$ cat src/rtl/mem_arbiter_if.sv
// Requester and RAM-port signals around the fetch/data memory arbiter.
// The slave modport is the arbiter's view; the master modport is the datapath/RAM side.
interface mem_arbiter_if;
    logic        iREN;
    logic [31:0] iaddr;
    logic        ihit;
    logic [31:0] iload;
    logic        dREN;
    logic        dWEN;
    logic [31:0] daddr;
    logic [31:0] dstore;
    logic        dhit;
    logic [31:0] dload;
    logic        ramREN;
    logic        ramWEN;
    logic [31:0] ramaddr;
    logic [31:0] ramstore;
    logic [31:0] ramload;
    logic        ramready;
    logic        timeout;
    logic        busy;

    modport slave (
        input  iREN, iaddr, dREN, dWEN, daddr, dstore, ramload, ramready,
        output ihit, iload, dhit, dload, ramREN, ramWEN, ramaddr, ramstore, timeout, busy
    );

    modport master (
        output iREN, iaddr, dREN, dWEN, daddr, dstore, ramload, ramready,
        input  ihit, iload, dhit, dload, ramREN, ramWEN, ramaddr, ramstore, timeout, busy
    );
endinterface

$ cat src/rtl/mem_arbiter.sv
// Single-port RAM arbiter between instruction fetch and data access.
// Data wins by default; a starvation counter forces fetch through, a watchdog aborts hung accesses.
module mem_arbiter #(
    parameter int STARVE_LIMIT   = 4,
    parameter int TIMEOUT_CYCLES = 64
) (
    input  logic         CLK,
    input  logic         RST,
    mem_arbiter_if.slave mif
);
    localparam int SW = $clog2(STARVE_LIMIT + 1);
    localparam int WW = (TIMEOUT_CYCLES > 1) ? $clog2(TIMEOUT_CYCLES) : 1;
    localparam logic [SW-1:0] SLIM    = SW'(STARVE_LIMIT);
    localparam logic [WW-1:0] WD_LAST = WW'(TIMEOUT_CYCLES - 1);

    typedef enum logic [1:0] {IDLE, IGRANT, DGRANT} state_t;

    state_t        state, nxt;
    logic [SW-1:0] starve_cnt;
    logic [WW-1:0] wd_cnt;
    logic [31:0]   addr_q;
    logic [31:0]   store_q;
    logic          wr_q;

    logic          d_req, starve, wd_fire;
    logic          ihit_c, dhit_c, timeout_c;
    logic          ram_ren_c, ram_wen_c;
    logic [31:0]   ram_addr_c, ram_store_c, iload_c, dload_c;

    assign d_req   = mif.dREN | mif.dWEN;
    assign starve  = mif.iREN && (starve_cnt >= SLIM);
    assign wd_fire = (wd_cnt == WD_LAST) && !mif.ramready;

    always_comb begin
        nxt       = state;
        ihit_c    = 1'b0;
        dhit_c    = 1'b0;
        timeout_c = 1'b0;
        case (state)
            IDLE: begin
                if (starve)         nxt = IGRANT;
                else if (d_req)     nxt = DGRANT;
                else if (mif.iREN)  nxt = IGRANT;
            end
            IGRANT: begin
                ihit_c = mif.ramready & mif.iREN;
                if (mif.ramready) begin
                    nxt = IDLE;
                end else if (wd_fire) begin
                    nxt       = IDLE;
                    timeout_c = 1'b1;
                end else if (!mif.iREN) begin
                    nxt = IDLE;
                end
            end
            DGRANT: begin
                dhit_c = mif.ramready & d_req;
                if (mif.ramready) begin
                    nxt = IDLE;
                end else if (wd_fire) begin
                    nxt       = IDLE;
                    timeout_c = 1'b1;
                end else if (!d_req) begin
                    nxt = IDLE;
                end
            end
            default: nxt = IDLE;
        endcase
    end

    // RAM drive and load paths decode purely from the registered state,
    // so an asynchronous reset zeroes them without waiting for a clock.
    always_comb begin
        ram_ren_c   = 1'b0;
        ram_wen_c   = 1'b0;
        ram_addr_c  = '0;
        ram_store_c = '0;
        iload_c     = '0;
        dload_c     = '0;
        case (state)
            IGRANT: begin
                ram_ren_c  = 1'b1;
                ram_addr_c = addr_q;
                iload_c    = mif.ramload;
            end
            DGRANT: begin
                ram_ren_c   = ~wr_q;
                ram_wen_c   = wr_q;
                ram_addr_c  = addr_q;
                ram_store_c = store_q;
                dload_c     = wr_q ? 32'h0 : mif.ramload;
            end
            default: ;
        endcase
    end

    always_ff @(posedge CLK or posedge RST) begin
        if (RST) begin
            state      <= IDLE;
            starve_cnt <= '0;
            wd_cnt     <= '0;
            addr_q     <= '0;
            store_q    <= '0;
            wr_q       <= 1'b0;
        end else begin
            state <= nxt;

            if (state == IDLE && nxt == DGRANT) begin
                addr_q  <= mif.daddr;
                store_q <= mif.dstore;
                wr_q    <= mif.dWEN;
            end else if (state == IDLE && nxt == IGRANT) begin
                addr_q  <= mif.iaddr;
                store_q <= '0;
                wr_q    <= 1'b0;
            end

            if (state == IDLE)
                wd_cnt <= '0;
            else if (!mif.ramready)
                wd_cnt <= wd_cnt + 1'b1;

            // Counts fetch-pending cycles spent outside IGRANT; saturates at the limit.
            if (!mif.iREN || (state == IDLE && nxt == IGRANT))
                starve_cnt <= '0;
            else if (state != IGRANT && starve_cnt < SLIM)
                starve_cnt <= starve_cnt + 1'b1;
        end
    end

    assign mif.ihit     = ihit_c;
    assign mif.dhit     = dhit_c;
    assign mif.iload    = iload_c;
    assign mif.dload    = dload_c;
    assign mif.ramREN   = ram_ren_c;
    assign mif.ramWEN   = ram_wen_c;
    assign mif.ramaddr  = ram_addr_c;
    assign mif.ramstore = ram_store_c;
    assign mif.timeout  = timeout_c;
    assign mif.busy     = (state != IDLE);

    a_strobe_excl: assert property (@(posedge CLK) disable iff (RST) !(mif.ramREN && mif.ramWEN));
    a_hit_excl:    assert property (@(posedge CLK) disable iff (RST) !(mif.ihit && mif.dhit));
endmodule

$ cat src/flat_wrapper.sv
// flat-port wrapper written by rule: the top's interface ports become plain ports
module mem_arbiter_flat 
#(
    parameter int STARVE_LIMIT   = 4,
    parameter int TIMEOUT_CYCLES = 64
)
  (CLK, RST, mif_iREN, mif_iaddr, mif_dREN, mif_dWEN, mif_daddr, mif_dstore, mif_ramload, mif_ramready, mif_ihit, mif_iload, mif_dhit, mif_dload, mif_ramREN, mif_ramWEN, mif_ramaddr, mif_ramstore, mif_timeout, mif_busy);
  mem_arbiter_if mif_i ();
  input  logic CLK;
  input  logic RST;
  input wire logic [$bits(mif_i.iREN)-1:0] mif_iREN;
  input wire logic [$bits(mif_i.iaddr)-1:0] mif_iaddr;
  input wire logic [$bits(mif_i.dREN)-1:0] mif_dREN;
  input wire logic [$bits(mif_i.dWEN)-1:0] mif_dWEN;
  input wire logic [$bits(mif_i.daddr)-1:0] mif_daddr;
  input wire logic [$bits(mif_i.dstore)-1:0] mif_dstore;
  input wire logic [$bits(mif_i.ramload)-1:0] mif_ramload;
  input wire logic [$bits(mif_i.ramready)-1:0] mif_ramready;
  output wire logic [$bits(mif_i.ihit)-1:0] mif_ihit;
  output wire logic [$bits(mif_i.iload)-1:0] mif_iload;
  output wire logic [$bits(mif_i.dhit)-1:0] mif_dhit;
  output wire logic [$bits(mif_i.dload)-1:0] mif_dload;
  output wire logic [$bits(mif_i.ramREN)-1:0] mif_ramREN;
  output wire logic [$bits(mif_i.ramWEN)-1:0] mif_ramWEN;
  output wire logic [$bits(mif_i.ramaddr)-1:0] mif_ramaddr;
  output wire logic [$bits(mif_i.ramstore)-1:0] mif_ramstore;
  output wire logic [$bits(mif_i.timeout)-1:0] mif_timeout;
  output wire logic [$bits(mif_i.busy)-1:0] mif_busy;
  assign mif_i.iREN = mif_iREN;
  assign mif_i.iaddr = mif_iaddr;
  assign mif_i.dREN = mif_dREN;
  assign mif_i.dWEN = mif_dWEN;
  assign mif_i.daddr = mif_daddr;
  assign mif_i.dstore = mif_dstore;
  assign mif_i.ramload = mif_ramload;
  assign mif_i.ramready = mif_ramready;
  assign mif_ihit = mif_i.ihit;
  assign mif_iload = mif_i.iload;
  assign mif_dhit = mif_i.dhit;
  assign mif_dload = mif_i.dload;
  assign mif_ramREN = mif_i.ramREN;
  assign mif_ramWEN = mif_i.ramWEN;
  assign mif_ramaddr = mif_i.ramaddr;
  assign mif_ramstore = mif_i.ramstore;
  assign mif_timeout = mif_i.timeout;
  assign mif_busy = mif_i.busy;
  mem_arbiter #(.STARVE_LIMIT(STARVE_LIMIT), .TIMEOUT_CYCLES(TIMEOUT_CYCLES)) u_core (.CLK(CLK), .RST(RST), .mif(mif_i));
endmodule
$ cat config.mk
export PLATFORM = sky130hd
export DESIGN_NAME = mem_arbiter_flat
export DESIGN_NICKNAME = d
export VERILOG_FILES = /design/src/rtl/mem_arbiter_if.sv /design/src/rtl/mem_arbiter.sv /design/src/flat_wrapper.sv
export SDC_FILE = /design/constraint.sdc
export NUM_CORES = 1
export LEC_CHECK = 0
export ABC_AREA = 1
export ABC_CLOCK_PERIOD_IN_PS = 2520
export BUFFER_PORTS_ARGS = -buffer_cell sky130_fd_sc_hd__buf_2
export CAP_MARGIN = 20
export CELL_PAD_IN_SITES_DETAIL_PLACEMENT = 1
export CELL_PAD_IN_SITES_GLOBAL_PLACEMENT = 1
export CORE_ASPECT_RATIO = 0.8
export CORE_MARGIN = 3
export CORE_UTILIZATION = 30
export CTS_CLUSTER_DIAMETER = 30
export DETAILED_ROUTE_END_ITERATION = 7
export GPL_TIMING_DRIVEN = 1
export PLACE_DENSITY = 0.89
export SYNTH_ARGS = -nofsm -noshare
export SYNTH_HDL_FRONTEND = slang
export SYNTH_SLANG_ARGS = --single-unit
$ cat constraint.sdc
create_clock -name CLK -period 2.52 [get_ports CLK]
set_input_delay 0.126 -clock CLK [delete_from_list [all_inputs] [get_ports CLK]]
set_output_delay 0.126 -clock CLK [all_outputs]
set_load 0.02 [all_outputs]
Word level (Yosys, flattened, before mapping)
Cells that the tools add are included.
{"block": "word_totals", "register_bits": 76, "in_bits": 134, "out_inout_bits": 134}
{"block": "op_classes", "n_addsub": 2, "magnitude_cmp": 2, "n_eq_ne": 7, "muxes": 32, "bitwise": 4, "reduce_logical": 13}
{"cell": "$mux 32", "count": 9}
{"cell": "$mux 2", "count": 9}
{"cell": "$mux 6", "count": 2}
{"cell": "$mux 1", "count": 8}
{"cell": "$add 6x1->6 const B", "count": 1}
{"cell": "$eq 6x6->1 const B", "count": 1}
{"cell": "$mux 3", "count": 2}
{"cell": "$pmux 2 s3", "count": 1}
{"cell": "$reduce_bool 2->1", "count": 3}
{"cell": "$logic_and 1x1->1", "count": 5}
{"cell": "$eq 2x1->1 const B", "count": 2}
{"cell": "$eq 2x2->1 const B", "count": 2}
{"cell": "$ne 2x1->1 const B", "count": 2}
{"cell": "$add 3x1->3 const B", "count": 1}
{"cell": "$ge 3x3->1 const B", "count": 1}
{"cell": "$lt 3x3->1 const B", "count": 1}
{"cell": "$and 1x1->1", "count": 2}
{"cell": "$logic_not 1->1", "count": 2}
{"cell": "$logic_not 2->1", "count": 1}
{"cell": "$pmux 1 s2", "count": 1}
{"cell": "$reduce_or 2->1", "count": 1}
{"cell": "$logic_or 1x1->1", "count": 1}
{"cell": "$not 1->1", "count": 1}
{"cell": "$or 1x1->1", "count": 1}

Longest topological paths before layout
Gate-level depths: netlist (run 1).
{"block": "depth", "ltp_word": 9, "mapped_depth": 14}

Worst setup path before layout (run 1)
No wires, ideal clock.
{"block": "synth_path", "kind": "register to register", "start": "register u_core.state[1]", "end": "register u_core.addr_q[0]", "arrival_ps": 1722, "required_time_ps": 2403, "setup_slack_ps": 681, "path_stages_with_launch": 15, "path_buffers": 3, "period_less_slack_ps": 1839, "cell_sequence": "dfrtp_1 > inv_1 > ha_1 > buf_2 > nand2_1 > nand2_1 > nand3_1 > nand2_1 > nand2_2 > nor2_1 > buf_4 > buf_6 > nand2_1 > nand3_1 > nand2_1"}
{"block": "synth_via", "elab_chain_len": 7, "word_cells_on_any_way": 19, "classes_between": "4 x eq/ne; 11 x mux; 4 x reduce/logical"}
{"element": "from (decl)", "line_no": "mem_arbiter.sv:18", "rtl": "state_t state, nxt;"}
{"element": "from (signal assigned)", "line_no": "mem_arbiter.sv:106", "rtl": "state <= nxt;"}
{"element": "$mux 2 (on tied branches)", "line_no": "mem_arbiter.sv:63, mem_arbiter.sv:43, mem_arbiter.sv:52"}
{"element": "$mux 2 (on tied branches)", "line_no": "mem_arbiter.sv:60, mem_arbiter.sv:42, mem_arbiter.sv:49"}
{"element": "$mux 2 (on tied branches)", "line_no": "mem_arbiter.sv:58, mem_arbiter.sv:41, mem_arbiter.sv:47"}
{"element": "$pmux 2 s3", "line_no": "mem_arbiter.sv:39", "rtl": "case (state)"}
{"element": "$eq 2x2->1 / $eq 2x1->1 (equally long branches)", "line_no": "mem_arbiter.sv:108, mem_arbiter.sv:112"}
{"element": "$logic_and 1x1->1 (on tied branches)", "line_no": "mem_arbiter.sv:108, mem_arbiter.sv:112"}
{"element": "$mux 32 / $reduce_bool 2->1 (equally long branches)"}
{"element": "to (signal assigned)", "line_no": "mem_arbiter.sv:109", "rtl": "addr_q <= mif.daddr;"}
{"element": "to (signal assigned)", "line_no": "mem_arbiter.sv:113", "rtl": "addr_q <= mif.iaddr;"}
{"element": "to (decl)", "line_no": "mem_arbiter.sv:21", "rtl": "logic [31:0] addr_q;"}
Several ways; a longest one is shown, not always the timed one.
A chain may end at the register's enable or synchronous reset.

Worst setup path in the final report (run 1)
{"block": "layout_path", "start": "register u_core.state[0]", "end": "output port mif_ramREN"}
{"block": "layout_via", "elab_chain_len": 2, "word_cells_on_any_way": 3, "classes_between": "2 x eq/ne; 1 x mux"}
{"element": "$eq 2x2->1 / $eq 2x1->1 (equally long branches)", "line_no": "mem_arbiter.sv:80", "rtl": "case (state)"}
{"element": "$pmux 1 s2 *", "line_no": "mem_arbiter.sv:80"}
{"element": "to (decl)", "line_no": "flat_wrapper.sv:23", "rtl": "output wire logic [$bits(mif_i.ramREN)-1:0] mif_ramREN;"}
Mark *: on every way between the ends. The rest lies on a longest branch, timed or not.

==> results.cfg, run 1 <==
[timing]
finalClockSkew_ns = 0.00724
final-max-slew-violation-count = 0
hold_viol_final = 1
post-route-period-util_pct = 89.2
min_period_ns = 2.25
max-slew-margin-rel_pct = 53.4
setup_viol = 0
fmax_ghz = 0.445
hold-worst-slack_ns = -0.00374
tightest_slew_ns = 0.699
rsz0062_at_grt = no
tns_ns = 0

[critical_path]
r2r-end = u_core.store_q[12]$_DFFE_PP0P_
path_cells = inv_1 > ha_1 > buf_4 > nand2_1 > buf_4 > a21oi_1 > buf_2
cpMostUsedCell = buf_4
slowest_stage = dfrtp_1
reg2reg_depth = 9
worstPathRequired_ns = 2.39
max_stage_delay_ns = 0.41
worstSetupEndpointType = output port
cp-start-kind = flop
crit_arrival_ns = 2.12
cp_max_fo = 34
path_class = flop to output port
worstReg2RegStart = u_core.state[1]$_DFF_PP0_
ff2ff_setup_slack_ns = 0.29

[global_routing]
grt_pass1_wl_um = 28900
antenna_found_initial = 1
track_usage_pct = 20.0
grt_max_degree = 77
grt_pass1_vias = 5883
gr-total-overflow = 0

[clock_tree]
clock-sinks = 76
cts_buffer_depth = 2
clk_pin_slew_ns = 0.06
cts_setup_buffers = 0
cts_tree = done
ctsResizeCount = 0
cts_hold_buf = 27
htree_levels = 3
numCtsBuffers = 9
cts-root-buf = clkbuf_16
clk_latency_ns = 0.34

[layout]
layout_common_cells = buf_2, nand2_1, inv_1
final_common_cell = buf_2
synthToLayoutAreaGrowth_pct = 43.1
num_antenna_cells = 0
nFillCells = 2157
nNetsFinal = 1170
drive_above_1_share_pct = 29.8
utilization_pct = 44.1

[floorplanning]
fp.dieW_um = 149
fp-row-count = 41
dieHeight_um = 120
ioPinCount = 268
dieArea_mm2 = 0.0179
initial_core_util_pct = 30.8
core_mm2 = 0.0159

[outcome]
status = finished with violations
violations = hold timing

[logic_synthesis]
synth_nets = 895
synth_compound_area_share_pct = 6.46
ys_ff_latch = 76
synth_top_family_by_area = simple AND/OR/NAND/NOR gates
yosysSeqAreaShare_pct = 38.9
yosys_warnings = 0
muxShareOfSynthArea_pct = 0
synth.distinct_cells = 23
synth_area_mm2 = 0.00488
synth_area_per_cell_um2 = 6.47
syn_inst = 755
synthAdderAreaFrac_pct = 1.54
synth_area_leaders = dfrtp_1, nand2_1, inv_1
synth_xor_area_share_pct = 0
synth_area_leader_cell = dfrtp_1
yosys.area_share.simple_pct = 34.2
synth_top_area_share_pct = 38.9

[pwr]
p_leak_nw = 4.84
power_density_mw_per_mm2 = 1170
vdd_drop_max_uv = 535

[worst_hold_path]
hold_end = u_core.store_q[11]$_DFFE_PP0P_
hold_start = mif_dstore[11]
min_path_type = input port to flop
hold-path-cell-count = 3

[detailed_routing]
wl_per_cell_um = 14.5
first_pass_iters = 4
totalWireLength_um = 18100
avgViaCountPerCell = 4.52
drc = 0
dr.first_iter.drc_count = 166
ant_nets = 0
via_count = 5656

[placed_design]
post-dp-hpwl_um = 13000
gp_congestion = 0.796
portBuffers = 267

[run]
drv_cap = 0
worst max-delay path by stage:
stage	start	end	slack (ns)	cells past startpoint
floorplan	RST	u_core.addr_q[0]$_DFFE_PP0P_	0.46	1
global placement	u_core.state[0]$_DFF_PP0_	u_core.addr_q[12]$_DFFE_PP0P_	0.42	9
detailed placement	u_core.state[1]$_DFF_PP0_	u_core.store_q[12]$_DFFE_PP0P_	0.28	9
CTS	u_core.state[0]$_DFF_PP0_	mif_ramREN	0.23	7
global route	u_core.state[0]$_DFF_PP0_	u_core.store_q[12]$_DFFE_PP0P_	0.05	9
finish	u_core.state[0]$_DFF_PP0_	mif_ramREN	0.27	7
sequential cells by signal, summed over array words and instances, names as in the netlist:
| register | flops |
|---|---|
| u_core.addr_q | 32 |
| u_core.starve_cnt | 3 |
| u_core.state | 2 |
| u_core.store_q | 32 |
| u_core.wd_cnt | 6 |
| u_core.wr_q | 1 |
synth_stat cells:
cell type    n
nand2_1    246
inv_1      178
nand3_1    100
dfrtp_1     76
nor2_1      47
o21bai_1    32
clkbuf_1    18
buf_4       13
buf_1        6
ha_1         6
a21oi_1      5
buf_2        5
o21ai_0      5
nand2_2      4
buf_6        3
inv_2        2
nand3_2      2
nand4_1      2
a21oi_2      1
and3_1       1
nor3_1       1
o211ai_1     1
o221ai_1     1
critical path, delay by kind of cell (launching register included):
family | cells | cell delay (ns)
fa+ha+maj | 1 | 0.18
buf+inv | 4 | 0.92
compound gates | 1 | 0.18
simple gates | 1 | 0.09
flops | 1 | 0.41
layer usage:
metal	GRT usage [%]	wire length (um)	share of wire, %
met5	0	13	0.072
met4	3.92	121	0.67
met3	5.55	1350	7.5
met1	23.5	7340	40
met2	36.5	9290	51
layout make-up:
class / count / area (um2) / area share [%]
inverters: 180 / 677 / 9.68
multi-input cells: 454 / 2070 / 29.6
clock inverters: 6 / 63.8 / 0.913
flip-flops and latches: 76 / 1900 / 27.2
repair buffers: 309 / 1770 / 25.3
clock buffers: 10 / 239 / 3.42
well taps: 215 / 269 / 3.85
report_power, final:
| group | total (mW) | switching [mW] | internal [mW] |
|---|---|---|---|
| logic | 4.73 | 3.22 | 1.51 |
| clock network | 1.31 | 0.521 | 0.792 |
| registers | 2.11 | 0.317 | 1.79 |
kinds of logic (layout without fill, tap and decap cells):
kind of cell               count (synthesis)  in the layout
adders and majority gates                  6              6
and+or+nand+nor                          403            403
DFF                                       76             76
buffers and inverters                    225            505
AOI/OAI and AO/OA                         45             45
stage by stage:
| step | std cells | power (mW) | area (um2) | worst slack [ns] |
|---|---|---|---|---|
| final | 1250 | 8.15 | 6990 | 0.272 |
| after CTS | 1249 | 8.25 | 6980 | 0.233 |
| after detailed placement | 1206 | 6.86 | 6410 | 0.276 |
| after global routing | 1250 | 8.87 | 6990 | 0.0540 |
| after floorplan | 755 | 5.31 | 4880 | 0.456 |
| after global placement | 1206 | 6.70 | 6410 | 0.416 |
No activity file was read; power rests on OpenSTA's default activity.
==> run 2, diff against run 1 <==
Settings changed: CTS_BUF_LIST set to sky130_fd_sc_hd__clkbuf_4, PLACE_DENSITY 0.89 to unset, PLACE_DENSITY_LB_ADDON set to 0.1.
==> results.cfg, run 2 (synthesis results as in run 1) <==
[outcome]
status = complete, no violations

[detailed_routing]
via_count = 5822
totalWireLength_um = 19200
ant_nets = 0
avgViaCountPerCell = 4.39
first_pass_iters = 4
dr.first_iter.drc_count = 190
drc = 0
wl_per_cell_um = 14.5

[global_routing]
grt_pass1_vias = 6136
grt_util_met3_pct = 5.32
grt_max_degree = 49
track_usage_pct = 21.5
grt_busiest_layer = met2
grt_pass1_wl_um = 31100
gr-total-overflow = 0
antenna_found_initial = 1
grtUsageMet2_pct = 37.8
use_met1_pct = 26.5

[timing]
setup_viol = 0
hold-worst-slack_ns = 0.227
max-slew-margin-rel_pct = 55.1
fmax_ghz = 0.438
finalClockSkew_ns = 0.0138
post-route-period-util_pct = 90.5
final-max-slew-violation-count = 0
min_period_ns = 2.28
tns_ns = 0
hold_viol_final = 0
tightest_slew_ns = 0.673

[pwr]
fin_total_pwr_mw = 7.70
p_leak_nw = 5.08
vdd_drop_max_uv = 412
power_density_mw_per_mm2 = 1020

[critical_path]
cp-start-kind = flop
worstSetupEndpointType = output port
worstPathRequired_ns = 2.39
crit_arrival_ns = 2.16
path_class = flop to output port
cp_max_fo = 34

[layout]
utilization_pct = 47.6
multiInputGateArea_mm2 = 0.00207
fin_area_mm2 = 0.00755
nFillCells = 2152
synthToLayoutAreaGrowth_pct = 54.7
layout_common_cells = buf_2, nand2_1, inv_1
top_regs = u_core.addr_q x32, u_core.store_q x32, u_core.wd_cnt x6
final_common_cell = buf_2
seq_area_mm2 = 0.00190
nNetsFinal = 1244
drive_above_1_share_pct = 28.0

[placed_design]
portBuffers = 267
post-dp-hpwl_um = 12500
gp_congestion = 0.754
place_area_mm2 = 0.00640

[clock_tree]
cts-root-buf = clkbuf_4
htree_levels = 3
cts_setup_buffers = 0
cts_buffer_depth = 2
cts_tree = done
clk_pin_slew_ns = 0.12
clock-sinks = 76
clk_latency_ns = 0.45
numCtsBuffers = 9

[floorplanning]
initial_core_util_pct = 30.8
dieArea_mm2 = 0.0179
fp-row-count = 41
fp.dieW_um = 149
dieHeight_um = 120
core_mm2 = 0.0159
ioPinCount = 268

[run]
drv_cap = 0

[worst_hold_path]
min_path_type = input port to flop
run 2: cell count changes in the layout (fill, tap and decap cells not counted):
cell,delta
buf_4,+2
clkbuf_16,-9
buf_12,-2
diode_2,+1
dlygate4sd3_1,+72
clkbuf_8,-1
buf_6,+1
inv_6,+2
clkinvlp_4,-1
clkbuf_4,+9
buf_8,+1
run 2: through the flow:
stage / std cells / setup WS [ns]
after floorplan: 755 / 0.456
after global placement: 1208 / 0.352
after detailed placement: 1208 / 0.286
after CTS: 1324 / 0.0535
after global routing: 1325 / -0.00939
final: 1325 / 0.238
run 2: critical path, cell delays in order (launching register included):
cell	delay, ns
dfrtp_1	0.43
inv_1	0.11
ha_1	0.22
buf_8	0.24
nand2_1	0.08
buf_4	0.24
a21oi_1	0.18
buf_2	0.19
run 2: per-layer routing:
metal | vias up | routed length, um
met1 | 2738 | 8300
met4 | 0 | 242
met2 | 145 | 9610
met3 | 19 | 1030
li1 | 2920 | -
met5 | - | 0
run 2: layout make-up:
class                      instances  area share (%)
timing repair buffer             383            33.0
sequential                        76            25.2
clock inverter                     7           0.977
multi-input combinational        454            27.4
inverter                         180            8.96
tap                              215            3.56
clock buffer                       9           0.895
antenna                            1          0.0331
run 2: worst paths after layout:
path                                                start  cells after the start  slack (ns)                             end
max in group asynchronous                             RST                      4        1.55    u_core.addr_q[7]$_DFFE_PP0P_
setup reg to reg                u_core.state[1]$_DFF_PP0_                     12        0.27   u_core.addr_q[19]$_DFFE_PP0P_
hold / removal                                   mif_dREN                      6        0.23       u_core.state[0]$_DFF_PP0_
min in group asynchronous                             RST                      3        0.31  u_core.store_q[13]$_DFFE_PP0P_
setup / recovery                u_core.state[0]$_DFF_PP0_                      7        0.24                      mif_ramREN
hold reg to reg            u_core.store_q[13]$_DFFE_PP0P_                      2        0.52  u_core.store_q[13]$_DFFE_PP0P_
run 2: where the power goes:
group          total [mW]  switching, mW  leakage [nW]  internal, mW
Clock               0.788          0.481        0.0767         0.307
Combinational        4.82           3.24          4.05          1.58
Sequential           2.09          0.307         0.953          1.78
run 2: what timing repair did:
action,4_1_cts,5_1_grt
setup endpoints to repair,0,35
hold buffers,100,0
endpoints found under the hold margin,104,0
resized for setup,0,3
